**src/rtl/arb_requester.sv**
```systemverilog
// rtl/arb_requester.sv - arbiter client endpoint: command FIFO, request/grant FSM, optional starvation monitor
// Optional starvation monitor built only when ARB_REQ_STARVE_MON_EN is defined.
module arb_requester #(
    parameter int DEPTH    = 4,
    parameter int LEN_W    = 4,
    parameter int STARVE_K = 50,
    parameter int WAIT_W   = 8
) (
    input  logic                     clk,
    input  logic                     rst_n,
    input  logic                     cmd_valid,
    input  logic [LEN_W-1:0]         cmd_len,
    output logic                     cmd_ready,
    output logic                     req,
    input  logic                     grant,
    output logic                     beat,
    output logic                     beat_last,
    output logic                     done,
    output logic [$clog2(DEPTH):0]   pending,
    output logic                     grant_err,
    output logic [WAIT_W-1:0]        wait_cnt,
    output logic                     starve
);
    localparam int AW = $clog2(DEPTH);

    typedef enum logic [1:0] {IDLE, REQ, XFER} state_t;

    state_t            state_q, state_d;
    logic [LEN_W-1:0]  rem_q, rem_d;
    logic [LEN_W-1:0]  mem [DEPTH];
    logic [AW-1:0]     wr_ptr_q, wr_ptr_d, rd_ptr_q, rd_ptr_d;
    logic [AW:0]       count_q, count_d;
    logic              done_q, done_d;
    logic              grant_err_q, grant_err_d;
    logic              push, pop, full;
    logic [LEN_W-1:0]  head_len, next_len;

    function automatic logic [LEN_W-1:0] fix_len(input logic [LEN_W-1:0] l);
        return (l == '0) ? LEN_W'(1) : l;
    endfunction

    assign full      = (count_q == (AW+1)'(DEPTH));
    assign cmd_ready = !full;
    assign push      = cmd_valid && !full;
    assign req       = (state_q != IDLE);
    assign beat      = grant && req;
    assign beat_last = beat && (rem_q == LEN_W'(1));
    assign pop       = beat_last;
    assign done      = done_q;
    assign pending   = count_q;
    assign grant_err = grant_err_q;
    assign head_len  = mem[rd_ptr_q];
    assign next_len  = mem[rd_ptr_q + AW'(1)];

    always_comb begin
        wr_ptr_d = push ? wr_ptr_q + AW'(1) : wr_ptr_q;
        rd_ptr_d = pop  ? rd_ptr_q + AW'(1) : rd_ptr_q;
        count_d  = count_q;
        case ({push, pop})
            2'b10:   count_d = count_q + (AW+1)'(1);
            2'b01:   count_d = count_q - (AW+1)'(1);
            default: count_d = count_q;
        endcase
    end

    always_comb begin
        state_d     = state_q;
        rem_d       = rem_q;
        done_d      = pop;
        grant_err_d = grant_err_q | (grant && state_q == IDLE);
        case (state_q)
            IDLE: begin
                if (count_q != '0) begin
                    state_d = REQ;
                    rem_d   = fix_len(head_len);
                end
            end
            REQ, XFER: begin
                if (grant) begin
                    rem_d = rem_q - LEN_W'(1);
                    if (rem_q == LEN_W'(1)) begin
                        // Chain straight into the next burst so req never dips
                        if (count_q > (AW+1)'(1)) begin
                            state_d = REQ;
                            rem_d   = fix_len(next_len);
                        end else if (push) begin
                            state_d = REQ;
                            rem_d   = fix_len(cmd_len);
                        end else begin
                            state_d = IDLE;
                        end
                    end else begin
                        state_d = XFER;
                    end
                end else if (state_q == XFER) begin
                    state_d = REQ;
                end
            end
            default: state_d = IDLE;
        endcase
    end

    always_ff @(posedge clk) begin
        if (push) mem[wr_ptr_q] <= cmd_len;
    end

    always_ff @(posedge clk or negedge rst_n) begin
        if (!rst_n) begin
            state_q     <= IDLE;
            rem_q       <= '0;
            wr_ptr_q    <= '0;
            rd_ptr_q    <= '0;
            count_q     <= '0;
            done_q      <= 1'b0;
            grant_err_q <= 1'b0;
        end else begin
            state_q     <= state_d;
            rem_q       <= rem_d;
            wr_ptr_q    <= wr_ptr_d;
            rd_ptr_q    <= rd_ptr_d;
            count_q     <= count_d;
            done_q      <= done_d;
            grant_err_q <= grant_err_d;
        end
    end

`ifdef ARB_REQ_STARVE_MON_EN
    logic [WAIT_W-1:0] wait_cnt_q, wait_cnt_d;

    always_comb begin
        wait_cnt_d = wait_cnt_q;
        if (beat)
            wait_cnt_d = '0;
        else if (req && !grant && wait_cnt_q != '1)
            wait_cnt_d = wait_cnt_q + WAIT_W'(1);
    end

    always_ff @(posedge clk or negedge rst_n) begin
        if (!rst_n) wait_cnt_q <= '0;
        else        wait_cnt_q <= wait_cnt_d;
    end

    assign wait_cnt = wait_cnt_q;
    assign starve   = (32'(wait_cnt_q) >= STARVE_K);
`else
    assign wait_cnt = '0;
    assign starve   = 1'b0;
`endif
endmodule

```
**config.mk**
```make
export PLATFORM = sky130hd
export DESIGN_NAME = arb_requester
export DESIGN_NICKNAME = d
export VERILOG_FILES = /design/src/rtl/arb_requester.sv
export SDC_FILE = /design/constraint.sdc
export NUM_CORES = 1
export LEC_CHECK = 0
export CAP_MARGIN = 0
export CORE_MARGIN = 2
export CORE_UTILIZATION = 34
export DETAILED_ROUTE_END_ITERATION = 12
export DONT_BUFFER_PORTS = 1
export MAX_ROUTING_LAYER = met4
export PLACE_DENSITY = 0.45
export RECOVER_POWER = 100
export SLEW_MARGIN = 20
export SYNTH_ARGS = -nofsm -noshare
export SYNTH_HDL_FRONTEND = slang
export SYNTH_SLANG_ARGS = --single-unit
```
**constraint.sdc**
```tcl
create_clock -name clk -period 2.6 [get_ports clk]
set_input_delay 0.52 -clock clk [delete_from_list [all_inputs] [get_ports clk]]
set_output_delay 0.52 -clock clk [all_outputs]
set_load 0.02 [all_outputs]
```
After elaboration in Yosys (flattened, before gate mapping):

Memory sizes are Yosys's and may differ from the RTL's.
Index checks and enable logic that the tools add are counted.

* register bits: 15
* latch bits: 0
* RAM bits: 16
* memory bits (read-only): 0
* input port bits: 8
* memories kept: 1

Memories
* mem: depth 4, width 4, read ports 2, clocked after Yosys merged registers in 0, write ports 1, RTL line 30 `logic [LEN_W-1:0] mem [DEPTH];`

* $add $sub $neg: 5
* $mul: 0
* divide/modulo/power cells: 0
* magnitude comparators: 1
* equal/unequal tests: 9
* shift operators: 0
* mux-type cells: 19
* bitwise gates (word level): 1
* reduce and logical (&&, ||, !) cells: 16

Operators by type and width (number)
* 4-bit 2-to-1 mux: 8
* 4-bit logical NOT: 3
* 2-bit 2-to-1 mux: 4
* 4-bit case mux with 2 select lines: 1
* 3-bit case mux with 2 select lines: 1
* 2-bit nonzero test: 3
* 2-bit by 1-bit adder with 2-bit output (second input constant): 2
* 2-bit by 1-bit equality test with 1-bit output (second input constant): 2
* 2-bit equality test (second input constant): 2
* 4-bit by 1-bit equality test with 1-bit output (second input constant): 1
* 1-bit logical AND: 4
* 1-bit 2-to-1 mux: 4
* 2-bit case mux with 2 select lines: 1
* 4-bit by 1-bit subtractor with 4-bit output (second input constant): 1
* 3-bit by 1-bit adder with 3-bit output (second input constant): 1
* 3-bit equality test (second input constant): 1
* 3-bit by 1-bit greater-than comparator with 1-bit output (second input constant): 1
* 3-bit inequality test (second input constant): 1
* 3-bit AND reduction: 1
* 3-bit nonzero test: 1
* 3-bit by 1-bit subtractor with 3-bit output (second input constant): 1
* 2-bit logical NOT: 1
* 2-bit by 1-bit inequality test with 1-bit output (second input constant): 1
* 2-bit inequality test (second input constant): 1
* 4 further kinds: 4

Logic depth before layout (Yosys ltp):

* word-level depth: 8
* gate-level depth with buffers: 9

Worst setup path before layout:

OpenSTA, ideal clock, no wires.

* kind: register -> register
* start: reg rem_q[1]
* end: reg count_q[2] (netlist: pending[2])
* library setup time: 126 ps
* arrival time: 2083 ps
* required time: 2474 ps
* slack: 391 ps
* stages on the path, launching flop included: 9
* cell sequence: dfrtp_1 inv_1 ha_1 or3b_1 nor2_1 ha_1 mux2i_1 nor2_1 xnor2_1

* word-level cells in the longest chain between the ends: 4

RTL lines
* start, declared: RTL line 29 `logic [LEN_W-1:0] rem_q, rem_d;`
* start signal, assigned: RTL line 118 `rem_q <= rem_d;`
* 4-bit by 1-bit equality test with 1-bit output *: RTL line 47 `assign beat_last = beat && (rem_q == LEN_W'(1));`
* 1-bit logical AND *: RTL line 47
* named net beat_last: RTL line 17 `output logic beat_last,`
* 2-bit by 1-bit equality test with 1-bit output / 2-bit equality test (equally long branches): RTL line 59 `case ({push, pop})`
* 3-bit case mux with 2 select lines / 2-bit nonzero test (equally long branches)
* end signal, assigned: RTL line 121 `count_q <= count_d;`
* end, declared: RTL line 32 `logic [AW:0] count_q, count_d;`

The timed path passes the listed nets; every way through them passes the cells marked *.
A chain may end at the register's enable or synchronous reset.

Worst setup path in the final report:

* start: reg rem_q[1]
* end: out beat_last

* word-level cells in the longest chain between the ends: 2

RTL lines (RTL line)
* 4-bit by 1-bit equality test with 1-bit output: 47
* 1-bit logical AND: 47
* end, declared: 17

No other way between the ends.

==> impl_results.md <==
- Hpwl dp: 2820 µm
- Clk sinks: 31
- Hold Vio Cnt, Final: 0
- Worst EP required: 2080 ps
- CP max-delay cell: or3b_1
- Post-layout net count: 185
- P_leak: 0.833 nW
- Antenna violations before repair: 0
- IO Pins: 26
- DR vias/cell: 4.99
- Placer Congestion: between 0.7 and 0.8
- Die area: 6050 µm²
- Pint: roughly 1.4 mW
- Status: completed
- Worst Path Max Fanout: 5
- Setup_tns: 0 ps
- Post-synthesis cell type count: roughly 40
- Diodes inserted: 0
- Initial core utilization: between 30% and 40%
- Post-synthesis area per instance: 11.8 µm²
- Ratio of cells with drive above 1 in the final layout: just under 8%
- Clock Power Share: 19.6%
- Final Max Slew Viols: 0
- Max_slew headroom: 50.2%
- Fin area: roughly 2000 µm²
- Final setup viols: 0
- Async SR Flop Fraction: 48.4%
- RSZ-0062 raised after global routing: no
- Worst-case clock buffer depth: 2
- Overall Global Routing Usage: 13.3%
- Number of synthesized flops with an enable pin: 16
- Sw Ratio: between 40% and 50%
- Cells along the critical path: inv_1 -> ha_1 -> or3b_1 -> nor2_1 -> buf_4
- Vias in the first global route: 1,208
- VDD IR max: about 0.00045 V
- Fmax achieved: about 440 MHz
- Initial drt markers: 42
- Max incr delay on CP: 460 ps
- Min Tclk post-route: around 2300 ps
- Final Non-Filler Cells: 234
- Final Cycle Share: slightly below 90%
- Total core area: 5170 µm²
- Sequential fraction of the synthesis area: 46.2%
- Worst-skew pair later-pin latency: about 280 ps
- Die width: 77.8 µm
- Yosys Warn Count: 0
- Row Count: 26
- H-tree depth: 2
- Worst min-delay path class: in -> reg
- Global route total overflow: 0
- CTS resizes: 0
- Critical Path AT: 1760 ps
- Crit path kind: reg -> out
- Seq cells post-synth: 31
- Placed Instances: around 230
- Sw power: 954 µW
- Overall power: 2.37 mW
- Part of the power in registers: 37.7%
- Root Driver: clkbuf_8
- Commonest non-fill, non-tap cells in the layout: inv_1 (16), edfxtp_1 (16), dfrtp_1 (15), ha_1 (14)
- TritonCTS buffer count: 5
- Post-CTS setup buffer count: 0
- Cells after Synth: 157
- IO buf count: 0
- Detailed Route WL: ~3500 µm
- First-pass GRT wire length: 5990 µm
- Die extent in y: 77.8 µm
- CP Capture Type: output port
- Antenna Nets Post-Route: 0
- Largest net degree at the start of global routing: 16
- Max Cap Violations: 0
- Worst path bufs/invs: 2
- Ys flop type: edfxtp_1
- Post-Place Cell Area: around 1900 µm²
- Pre-antenna DRT Iters: 4
- Post-synthesis instance area: about 1900 µm²
- CTS tree: built
- Crit-path leading delay family: simple AND/OR/NAND/NOR gates
- Worst Skew: 1.90 ps
- Power per cell area: 1180 nW/µm²
- WL/cell: 15.2 µm
- Comb power frac: 42.7%
- Startpoint Class: flip-flop
- Clk pin slew, worst setup/hold paths: ~70 ps
- Slew @ Worst Pin: 744 ps
- DRC violations left: 0
- Vias: 1,168
- Syn-to-layout area delta: 8.25%
[metal layers]
layer	up-vias	GRT usage (%)	part of all wire (%)
met5	-	-	0
met4	0	4.82	0.93
met3	4	4.53	4.9
met2	26	20.7	48
met1	571	16.1	47
li1	567	-	-
[through the flow]
stage	setup WS (ps)	hold slack, ps	utilization, %
floorplan	391	224	-
global placement	589	225	36.6
detailed placement	539	225	36.6
CTS	289	328	38.9
global route	213	316	38.7
finish	317	330	38.7
[power by group through the flow]
stage / logic (mW) / registers, mW / clock network (mW)
after global routing: 1.14 / 0.928 / 0.506
final: 1.01 / 0.895 / 0.464
after global placement: 1.02 / 0.901 / 0
after detailed placement: 1.03 / 0.908 / 0
after CTS: 1.04 / 0.897 / 0.472
after floorplan: 0.899 / 0.815 / 0
[cells by family after synthesis]
| group | Yosys count | share of synthesized area [%] |
|---|---|---|
| buf+inv | 28 | 8.11 |
| flops | 31 | 46.2 |
| fa+ha+maj | 14 | 9.47 |
| other cells | 1 | 0.203 |
| xor+xnor | 8 | 3.79 |
| compound gates | 30 | 10.9 |
| simple gates | 36 | 10.2 |
| mux | 9 | 11.1 |
[sequential cells by signal, summed over array words and instances (netlist names)]
name / count
rem_q: 4
state_q: 2
rd_ptr_q: 2
wr_ptr_q: 2
done: 1
grant_err: 1
pending: 3
mem: 16
[path summary, 6_finish.rpt]
check / startpoint / to / slack, ps / depth (start not counted)
setup / recovery: rem_q[1] / beat_last / 320 / 5
hold / removal: cmd_len[0] / mem[3][0] / 330 / 0
setup reg to reg: pending[1] / rem_q[0] / 470 / 6
hold reg to reg: state_q[0] / state_q[0] / 520 / 2
max in group asynchronous: rst_n / rem_q[1] / 1390 / 1
min in group asynchronous: rst_n / state_q[0] / 740 / 1
[cell usage after synthesis, types with 3 or more instances]
| cell | number | area [µm²] |
|---|---|---|
| edfxtp_1 | 16 | 480 |
| inv_1 | 16 | 60.1 |
| dfrtp_1 | 15 | 375 |
| ha_1 | 14 | 175 |
| buf_4 | 10 | 75.1 |
| nand2_1 | 9 | 33.8 |
| o21ai_0 | 8 | 40.0 |
| nor2_1 | 6 | 22.5 |
| nor3_1 | 6 | 30.0 |
| xnor2_1 | 6 | 52.6 |
| and3_1 | 4 | 25.0 |
| mux4_1 | 4 | 105 |
| mux4_2 | 4 | 90.1 |
| a21o_1 | 3 | 22.5 |
| a21oi_1 | 3 | 15.0 |
| o21ai_1 | 3 | 15.0 |
[final cells by class]
type,instances,area [µm²]
fill,495,3170
timing repair buffer,3,21.3
tap,70,87.6
clock inverter,3,38.8
inverter,16,60.1
sequential,31,856
clock buffer,5,68.8
multi-input combinational,106,871
[timing repair]
| action | in CTS | in global routing |
|---|---|---|
| setup endpoints to repair | 0 | 0 |
| hold endpoints to repair | 15 | 0 |
| hold buffers | 1 | 0 |
No activity file was read; power rests on OpenSTA's default activity.
